### config.mk
export PLATFORM = sky130hd
export DESIGN_NAME = pipeline_hazard_sequencer
export DESIGN_NICKNAME = d
export VERILOG_FILES = /design/src/rtl/pipeline_hazard_sequencer.sv
export SDC_FILE = /design/constraint.sdc
export NUM_CORES = 1
export LEC_CHECK = 0
export BUFFER_PORTS_ARGS = -buffer_cell sky130_fd_sc_hd__buf_2
export CELL_PAD_IN_SITES_DETAIL_PLACEMENT = 0
export CELL_PAD_IN_SITES_GLOBAL_PLACEMENT = 2
export CORE_MARGIN = 5
export CORE_UTILIZATION = 20
export CTS_BUF_LIST = sky130_fd_sc_hd__clkbuf_16
export CTS_CLUSTER_DIAMETER = 80
export CTS_CLUSTER_SIZE = 16
export DETAILED_ROUTE_END_ITERATION = 8
export PLACE_DENSITY = 0.84
export SETUP_SLACK_MARGIN = 0.4
export SYNTH_ARGS = -nofsm -noshare
export SYNTH_HDL_FRONTEND = slang
export SYNTH_SLANG_ARGS = --single-unit
### constraint.sdc
create_clock -name Clk -period 2.55 [get_ports Clk]
set_input_delay 0.51 -clock Clk [delete_from_list [all_inputs] [get_ports Clk]]
set_output_delay 0.51 -clock Clk [all_outputs]
set_load 0.01 [all_outputs]
### src/rtl/pipeline_hazard_sequencer.sv
// -----------------------------------------------------------------------------
// pipeline_hazard_sequencer
//
// Central stall/flush/redirect controller for the 5-stage MIPS pipeline.
// Branches and jr resolve in ID, so an ID-stage consumer of an in-flight
// producer is held for 1 or 2 cycles. A load feeding the ID comparator needs
// two bubbles; an ALU result in EX or a load in MEM needs one. An ordinary
// load-use into EX needs one. ALU-operand forwarding selects are driven here
// too.
//
// Ports:
//   Clk, Reset           rising-edge clock, synchronous active-high reset
//   IFID_Rs/Rt           source registers of the instruction in ID
//   ID_UsesRt            ID instruction reads rt
//   ID_Branch/BranchCond beq/bne in ID and its resolved condition
//   ID_Jump, ID_JR       j/jal and jr in ID
//   IDEX_*               EX-stage sources, destination, RegWrite, MemRead
//   EXMEM_*              MEM-stage destination, RegWrite, MemRead
//   MEMWB_*              WB-stage destination, RegWrite
//   Ctrl_FwdA/FwdB       0 = register file, 1 = EX/MEM, 2 = MEM/WB
//   Mux_Select_Stall     1 = zero the ID/EX control word (bubble)
//   PCWrite, IFID_Write  pipeline-register write enables
//   IFID_Flush           clear IF/ID on a redirect
//   Ctrl_Branch_Gate, Ctrl_Jump, JRCtrl   next-PC mux selects
//
// Optional feature (macro HAZ_PERF_CNT_EN):
//   stall_cycles[31:0]   cycles with Mux_Select_Stall=1 outside reset
//   redirect_count[31:0] cycles with IFID_Flush=1
// -----------------------------------------------------------------------------
module pipeline_hazard_sequencer #(
    parameter int unsigned REG_W  = 5,
    parameter int unsigned RA_NUM = 31
) (
    input  logic             Clk,
    input  logic             Reset,
    input  logic [REG_W-1:0] IFID_Rs,
    input  logic [REG_W-1:0] IFID_Rt,
    input  logic             ID_UsesRt,
    input  logic             ID_Branch,
    input  logic             ID_BranchCond,
    input  logic             ID_Jump,
    input  logic             ID_JR,
    input  logic [REG_W-1:0] IDEX_Rs,
    input  logic [REG_W-1:0] IDEX_Rt,
    input  logic             IDEX_RegWrite,
    input  logic             IDEX_MemRead,
    input  logic [REG_W-1:0] IDEX_WriteReg,
    input  logic             EXMEM_RegWrite,
    input  logic             EXMEM_MemRead,
    input  logic [REG_W-1:0] EXMEM_WriteReg,
    input  logic             MEMWB_RegWrite,
    input  logic [REG_W-1:0] MEMWB_WriteReg,
    output logic [1:0]       Ctrl_FwdA,
    output logic [1:0]       Ctrl_FwdB,
    output logic             Mux_Select_Stall,
    output logic             PCWrite,
    output logic             IFID_Write,
    output logic             IFID_Flush,
    output logic             Ctrl_Branch_Gate,
    output logic             Ctrl_Jump,
    output logic             JRCtrl
`ifdef HAZ_PERF_CNT_EN
    ,
    output logic [31:0]      stall_cycles,
    output logic [31:0]      redirect_count
`endif
);

    typedef enum logic [0:0] {StRun, StStall} state_e;

    state_e     state_q, state_d;
    logic [1:0] scnt_q, scnt_d;

    // $ra needs no special handling: jal writes it as an ordinary producer.
    logic unused_ra_num;
    assign unused_ra_num = ^RA_NUM;

    // Destination matches against ID-stage sources; $0 never matches.
    logic ex_rs, ex_rt, mem_rs, mem_rt;
    assign ex_rs  = (IDEX_WriteReg  != '0) && (IDEX_WriteReg  == IFID_Rs);
    assign ex_rt  = (IDEX_WriteReg  != '0) && (IDEX_WriteReg  == IFID_Rt);
    assign mem_rs = (EXMEM_WriteReg != '0) && (EXMEM_WriteReg == IFID_Rs);
    assign mem_rt = (EXMEM_WriteReg != '0) && (EXMEM_WriteReg == IFID_Rt);

    // jr only reads rs; a branch compares rs and rt in ID.
    logic id_consumer, ex_rel, mem_rel, load_use, need_two, need_one;
    assign id_consumer = ID_Branch | ID_JR;
    assign ex_rel      = ex_rs  | (ID_Branch & ex_rt);
    assign mem_rel     = mem_rs | (ID_Branch & mem_rt);
    assign load_use    = IDEX_MemRead & (ex_rs | (ID_UsesRt & ex_rt));
    assign need_two    = id_consumer & IDEX_MemRead & ex_rel;
    assign need_one    = load_use
                       | (id_consumer & ((IDEX_RegWrite & ~IDEX_MemRead & ex_rel)
                                         | (EXMEM_MemRead & mem_rel)));

    always_ff @(posedge Clk) begin
        if (Reset) begin
            state_q <= StRun;
            scnt_q  <= 2'd0;
        end else begin
            state_q <= state_d;
            scnt_q  <= scnt_d;
        end
    end

    always_comb begin
        state_d          = state_q;
        scnt_d           = scnt_q;
        PCWrite          = 1'b0;
        IFID_Write       = 1'b0;
        Mux_Select_Stall = 1'b1;
        Ctrl_Branch_Gate = 1'b0;
        Ctrl_Jump        = 1'b0;
        JRCtrl           = 1'b0;
        if (!Reset) begin
            unique case (state_q)
                StRun: begin
                    if (need_two) begin
                        // This cycle is the first bubble; STALL supplies the second.
                        state_d = StStall;
                        scnt_d  = 2'd1;
                    end else if (!need_one) begin
                        PCWrite          = 1'b1;
                        IFID_Write       = 1'b1;
                        Mux_Select_Stall = 1'b0;
                        if (ID_JR) begin
                            JRCtrl = 1'b1;
                        end else if (ID_Jump) begin
                            Ctrl_Jump = 1'b1;
                        end else if (ID_Branch && ID_BranchCond) begin
                            Ctrl_Branch_Gate = 1'b1;
                        end
                    end
                end
                StStall: begin
                    // Hazard inputs are ignored while the counter drains.
                    if (scnt_q <= 2'd1) begin
                        state_d = StRun;
                        scnt_d  = 2'd0;
                    end else begin
                        scnt_d = scnt_q - 2'd1;
                    end
                end
                default: begin
                    state_d = StRun;
                    scnt_d  = 2'd0;
                end
            endcase
        end
    end

    assign IFID_Flush = JRCtrl | Ctrl_Jump | Ctrl_Branch_Gate;

    // Operand forwarding into EX: the younger (EX/MEM) producer wins.
    logic exm_a, exm_b, wbm_a, wbm_b;
    assign exm_a = EXMEM_RegWrite && (EXMEM_WriteReg != '0) && (EXMEM_WriteReg == IDEX_Rs);
    assign exm_b = EXMEM_RegWrite && (EXMEM_WriteReg != '0) && (EXMEM_WriteReg == IDEX_Rt);
    assign wbm_a = MEMWB_RegWrite && (MEMWB_WriteReg != '0) && (MEMWB_WriteReg == IDEX_Rs);
    assign wbm_b = MEMWB_RegWrite && (MEMWB_WriteReg != '0) && (MEMWB_WriteReg == IDEX_Rt);

    assign Ctrl_FwdA = Reset ? 2'd0 : exm_a ? 2'd1 : wbm_a ? 2'd2 : 2'd0;
    assign Ctrl_FwdB = Reset ? 2'd0 : exm_b ? 2'd1 : wbm_b ? 2'd2 : 2'd0;

`ifdef HAZ_PERF_CNT_EN
    always_ff @(posedge Clk) begin
        if (Reset) begin
            stall_cycles   <= 32'd0;
            redirect_count <= 32'd0;
        end else begin
            if (Mux_Select_Stall) stall_cycles   <= stall_cycles + 32'd1;
            if (IFID_Flush)       redirect_count <= redirect_count + 32'd1;
        end
    end
`endif

endmodule

## Yosys cells after proc, flatten, opt, wreduce, memory -nomap -nowiden

Cells that the tools add are included.

- Register bits: 3
- Output and inout bits: 11
- Word-level logic and storage cells: 85

- Add/sub/neg operators: 1
- Magnitude comparators: 1
- Eq/ne operators: 9
- Muxes and demuxes: 38
- Bitwise logic cells: 20
- Reduce and logical (&&, ||, !) cells: 14

Operators with widths:

| operator | number |
|---|---|
| $eq 5x5->1 | 8 |
| $mux 1 | 28 |
| $mux 2 | 8 |
| $reduce_bool 5->1 | 3 |
| $logic_and 1x1->1 | 11 |
| $and 1x1->1 | 10 |
| $or 1x1->1 | 8 |
| $pmux 2 s2 | 1 |
| $le 2x1->1 const B | 1 |
| $ne 2x2->1 const B | 1 |
| $not 1->1 | 2 |
| $pmux 1 s2 | 1 |
| $sub 2x1->2 const B | 1 |

## Longest topological paths before layout

- Depth after elaboration: 14
- Gate-level depth with buffers: 7
- Gate-level depth less buffers: 5

## Worst setup path before layout

Ideal clock, no wire load.

- Path type: input-to-output
- Start: in IDEX_WriteReg[1]
- End: out PCWrite
- Arrival time: 1828 ps
- Required time: 2040 ps
- Setup slack: 212 ps
- Cell stages on the path: 5
- Path buffers: 1
- Cell sequence: or4_4 -> o21ai_2 -> a21oi_2 -> nor3_1 -> buf_4

- Longest elaborated chain between the ends: 12
- Elaborated cells between the ends (all ways): 19
- Those cells by class: eq/ne: 2; mux: 4; bitwise: 10; reduce/logical: 3

RTL lines:

| item | line | source |
|---|---|---|
| from (decl) | 47 | `input logic [REG_W-1:0] IDEX_WriteReg,` |
| $eq 5x5->1 or $reduce_bool 5->1 (tied branches) | 81, 80 |  |
| $logic_and 1x1->1 | 81 | `assign ex_rt = (IDEX_WriteReg != '0) && (IDEX_WriteReg == IFID_Rt);` |
| $and 1x1->1 | 88 | `assign ex_rel = ex_rs \| (ID_Branch & ex_rt);` |
| $or 1x1->1 | 88 |  |
| $and 1x1->1 | 93 | `\| (id_consumer & ((IDEX_RegWrite & ~IDEX_MemRead & ex_rel)` |
| $or 1x1->1 | 94 | `\| (EXMEM_MemRead & mem_rel)));` |
| $and 1x1->1 | 93 |  |
| $or 1x1->1 | 93 |  |
| $mux 1 | n/a |  |
| $mux 1 (*) (3 in a row) | n/a |  |
| to (decl) | 56 | `output logic PCWrite,` |

Mark *: on every way between the ends. The rest lies on a longest branch, timed or not.

## Worst setup path in the final report

- Start: in IDEX_WriteReg[2]
- End: out Mux_Select_Stall

- Longest elaborated chain between the ends: 12
- Elaborated cells between the ends (all ways): 19
- Those cells by class: eq/ne: 2; mux: 4; bitwise: 10; reduce/logical: 3

RTL lines:

| item | line | source |
|---|---|---|
| $eq 5x5->1 or $reduce_bool 5->1 (tied branches) | 81, 80 |  |
| $logic_and 1x1->1 | 81 |  |
| $and 1x1->1 | 88 |  |
| $or 1x1->1 | 88 |  |
| $and 1x1->1 | 93 |  |
| $or 1x1->1 | 94 |  |
| $and 1x1->1 | 93 |  |
| $or 1x1->1 | 93 |  |
| $mux 1 | 122 | `end else if (!need_one) begin` |
| $mux 1 (*) | 118 | `if (need_two) begin` |
| $mux 1 (*) | 116 | `unique case (state_q)` |
| $mux 1 (*) | 115 | `if (!Reset) begin` |
| to (decl) | 55 | `output logic Mux_Select_Stall,` |

Marks and branches as above.

==> parameters.txt <==
Parameter                              Value

Place
  PortBufs ... 57
  HPWL after detailed placement ... 2410 µm
  Final RePlAce weighted congestion ... 0.750

Power
  PD cells ... 333 mW/mm²
  Maximum VDD drop ... 215 µV
  Leakage power total ... 0.634 nW

Global routing
  Wire length of the first global-routing pass ... 4680 µm
  Global-route total usage across every layer ... 10.9%
  GR Util met1 ... 12.1%
  Gr busiest metal ... met2
  Total global routing overflow ... 0
  Number of antenna violations at the first check in global routing ... 0
  Global routing met3 resource utilization ... 3.72%
  Pin count of the biggest net entering global routing ... 8
  Met2 global-route usage ... 20.7%
  Via count of the first global-routing pass ... 1067

Clock network
  Clock slew at the register clock pins of the worst setup and hold paths ... 0.03 ns
  Sinks on Clock Net ... 3
  Total clock buffers created by CTS ... 3
  Clock Path Buffers ... 2
  CTS H-Tree Depth ... 1
  Hold-fix buffer count after cts ... 0
  Clk_lat worst skew ... 0.22 ns
  Root Buffer ... sky130_fd_sc_hd__clkbuf_16
  CTS tree ... done

Synthesis
  Number of enable flip-flop cells after synthesis ... 0
  Post-synthesis net count ... 153
  Synthesized cell area ... 792 µm²
  Proportion of netlist area held by the largest area contributor ... 32.1%
  Most repeated cell in the gate-level netlist after synthesis ... sky130_fd_sc_hd__xor2_1
  Number of distinct library cell variants in the gate-level netlist after synthesis ... 26
  Instance count of the mapped netlist ... 106
  Number of synthesized register bits ... 3
  Cell types with the highest counts after synthesis ... 29 x sky130_fd_sc_hd__xor2_1, 11 x sky130_fd_sc_hd__xnor2_1, 7 x sky130_fd_sc_hd__nand2_1, 7 x sky130_fd_sc_hd__nor3_1, 7 x sky130_fd_sc_hd__nor4_1
  Synth top area cells ... sky130_fd_sc_hd__xor2_1 32%, sky130_fd_sc_hd__xnor2_1 12%, sky130_fd_sc_hd__dfxtp_1 7.6%, sky130_fd_sc_hd__nor4_1 5.5%, sky130_fd_sc_hd__nor3_1 4.4%
  Average cell area after synthesis ... 7.47 µm²
  Largest area contributor in the synthesized netlist ... sky130_fd_sc_hd__xor2_1
  Register area share after synthesis ... 7.58%
  Post-synth ARST share ... 0%
  Primary flip-flop cell chosen by synthesis mapping ... sky130_fd_sc_hd__dfxtp_1
  Number of warning messages in the yosys log ... 0

Setup path
  CP Launch Point ... IDEX_WriteReg[2]
  Worst reg2reg startpoint ... state_q
  Type of element capturing the critical path ... output pin
  Maximum fanout along the worst path ... 6
  Crit path max-delay family ... simple AND/OR/NAND/NOR gates
  Required time of the critical path ... 2.04 ns
  WP data arrival ... 1.99 ns
  Startpoint class of the critical path ... input pin
  Number of buffer and inverter stages on the critical path ... 2
  Critical Path, Cell by Cell ... buf_8 > or4_4 > o21ai_4 > a21oi_4 > or3_4 > buf_6
  Critical path class ... in2out
  Cell type of the slowest stage on the worst timing path ... sky130_fd_sc_hd__or4_4
  Crit-path max cell delay ... 0.58 ns

STA
  Worst hold slack across all endpoints ... 0.485 ns
  Max-slew violations ... 0
  Post-Route Setup TNS ... 0 ns
  Transition time at the pin with the least slew margin ... 0.364 ns
  RSZ-0062 raised after global routing ... true
  Final critical delay including setup and external delays ... 2.50 ns
  Highest clock frequency the design can meet ... 0.400 GHz
  Count of endpoints failing setup in the final report ... 0
  Relative slew margins ... 75.5%
  Maximum clock skew at final layout ... 0.00164 ns
  Part of the cycle the worst path needs ... 98.1%
  Final Hold Vio Count ... 0

Floorplanning
  Number of top-level pins ... 58
  Y dimension of the die ... 72.9 µm
  Full die area ... 0.00532 mm²
  Number of standard-cell rows in the floorplan ... 22
  Floorplan Core Area ... 0.00374 mm²
  Die X ... 72.9 µm
  Initial Utilization ... 21.2%

Drt
  Initial detailed-routing violation count ... 19
  Routed len/inst ... 13.8 µm
  Pre-Repair DR Iteration Count ... 4
  Post-Route WL ... 3030 µm
  DRC Markers ... 0
  Antenna viol nets, final ... 0
  Routed via count ... 985
  Average vias per placed instance ... 4.50

Layout
  Number of antenna cells inserted ... 0
  Fraction of final layout cells sized beyond drive strength 1 ... 54.4%
  Fin nets ... 219
  FILL cells ... 416
  Area Growth Syn to Fin ... 90.5%

Job
  Max-cap violations ... 0

Status
  Result of the run ... complete, no violations

Hold path
  Hold Crit Start ... Reset
  Hold/Removal Path Class ... in2reg
metrics by stage:
step / instance area, µm² / total power, mW / cells / setup slack, ns / utilization [%]
floorplan: 832 / 0.144 / 106 / 0.314 / -
global placement: 1130 / 0.211 / 205 / 0.0736 / 30.2
detailed placement: 1130 / 0.213 / 205 / 0.0335 / 30.2
CTS: 1420 / 0.489 / 218 / 0.0548 / 37.8
global route: 1510 / 0.537 / 219 / 0.0161 / 40.3
finish: 1510 / 0.503 / 219 / 0.0481 / 40.3
timing repair:
item	CTS	global route
setup buffers	9	1
pin swaps	15	13
cloned	0	0
gates resized for setup	26	18
setup endpoints to repair	9	9
cells by family after synthesis:
logic type	synth area share (%)
xor gates and xnor gates	44.2
AOI/OAI and AO/OA	13.4
and+or+nand+nor	29.2
muxes	1.42
DFF	7.58
buffers and inverters	4.11
registers in the layout, indices dropped and copies added, names as in the netlist:
| register | count |
|---|---|
| scnt_q | 2 |
| state_q | 1 |
per-layer routing:
layer | vias up | wire, µm
met5 | - | 0
met4 | 0 | 0
met1 | 446 | 1140
met3 | 0 | 176
met2 | 34 | 1710
li1 | 505 | -
layout by cell type (no fill, tap or decap), drive strengths merged:
| cell type | count |
|---|---|
| clkbuf | 4 |
| o211ai | 3 |
| a2111oi | 1 |
| nor3 | 7 |
| inv | 1 |
| nor2 | 6 |
| nand2b | 2 |
| a21oi | 4 |
| o21ai | 4 |
| mux2 | 1 |
| and4b | 1 |
| xnor2 | 11 |
| nand3 | 4 |
| nor2b | 2 |
| xor2 | 29 |
| nor4 | 7 |
| nor4b | 1 |
| dfxtp | 3 |
| or3 | 1 |
| a211o | 1 |
| nand2 | 7 |
| a32oi | 1 |
| buf | 66 |
| or4 | 4 |
report_power, final:
group	switching, mW	internal [mW]	total, mW
registers	0.000488	0.0479	0.0484
clock network	0.0402	0.202	0.242
logic	0.103	0.109	0.212
final timing paths:
check	endpoint	slack (ns)	depth (start not counted)
setup / recovery	Mux_Select_Stall	0.05	6
hold / removal	scnt_q[0]	0.48	2
hold reg to reg	state_q	0.48	2
setup reg to reg	scnt_q[0]	1.61	3
area by class of cell:
type	count	area, µm²	area share (%)
clock buffers	3	75.1	4.98
clock inverters	1	3.75	0.249
multi-input cells	97	855	56.6
flip-flops and latches	3	60.1	3.98
well taps	48	60.1	3.98
repair buffers	67	455	30.2
Note: power is estimated with default switching activity, not from simulation.
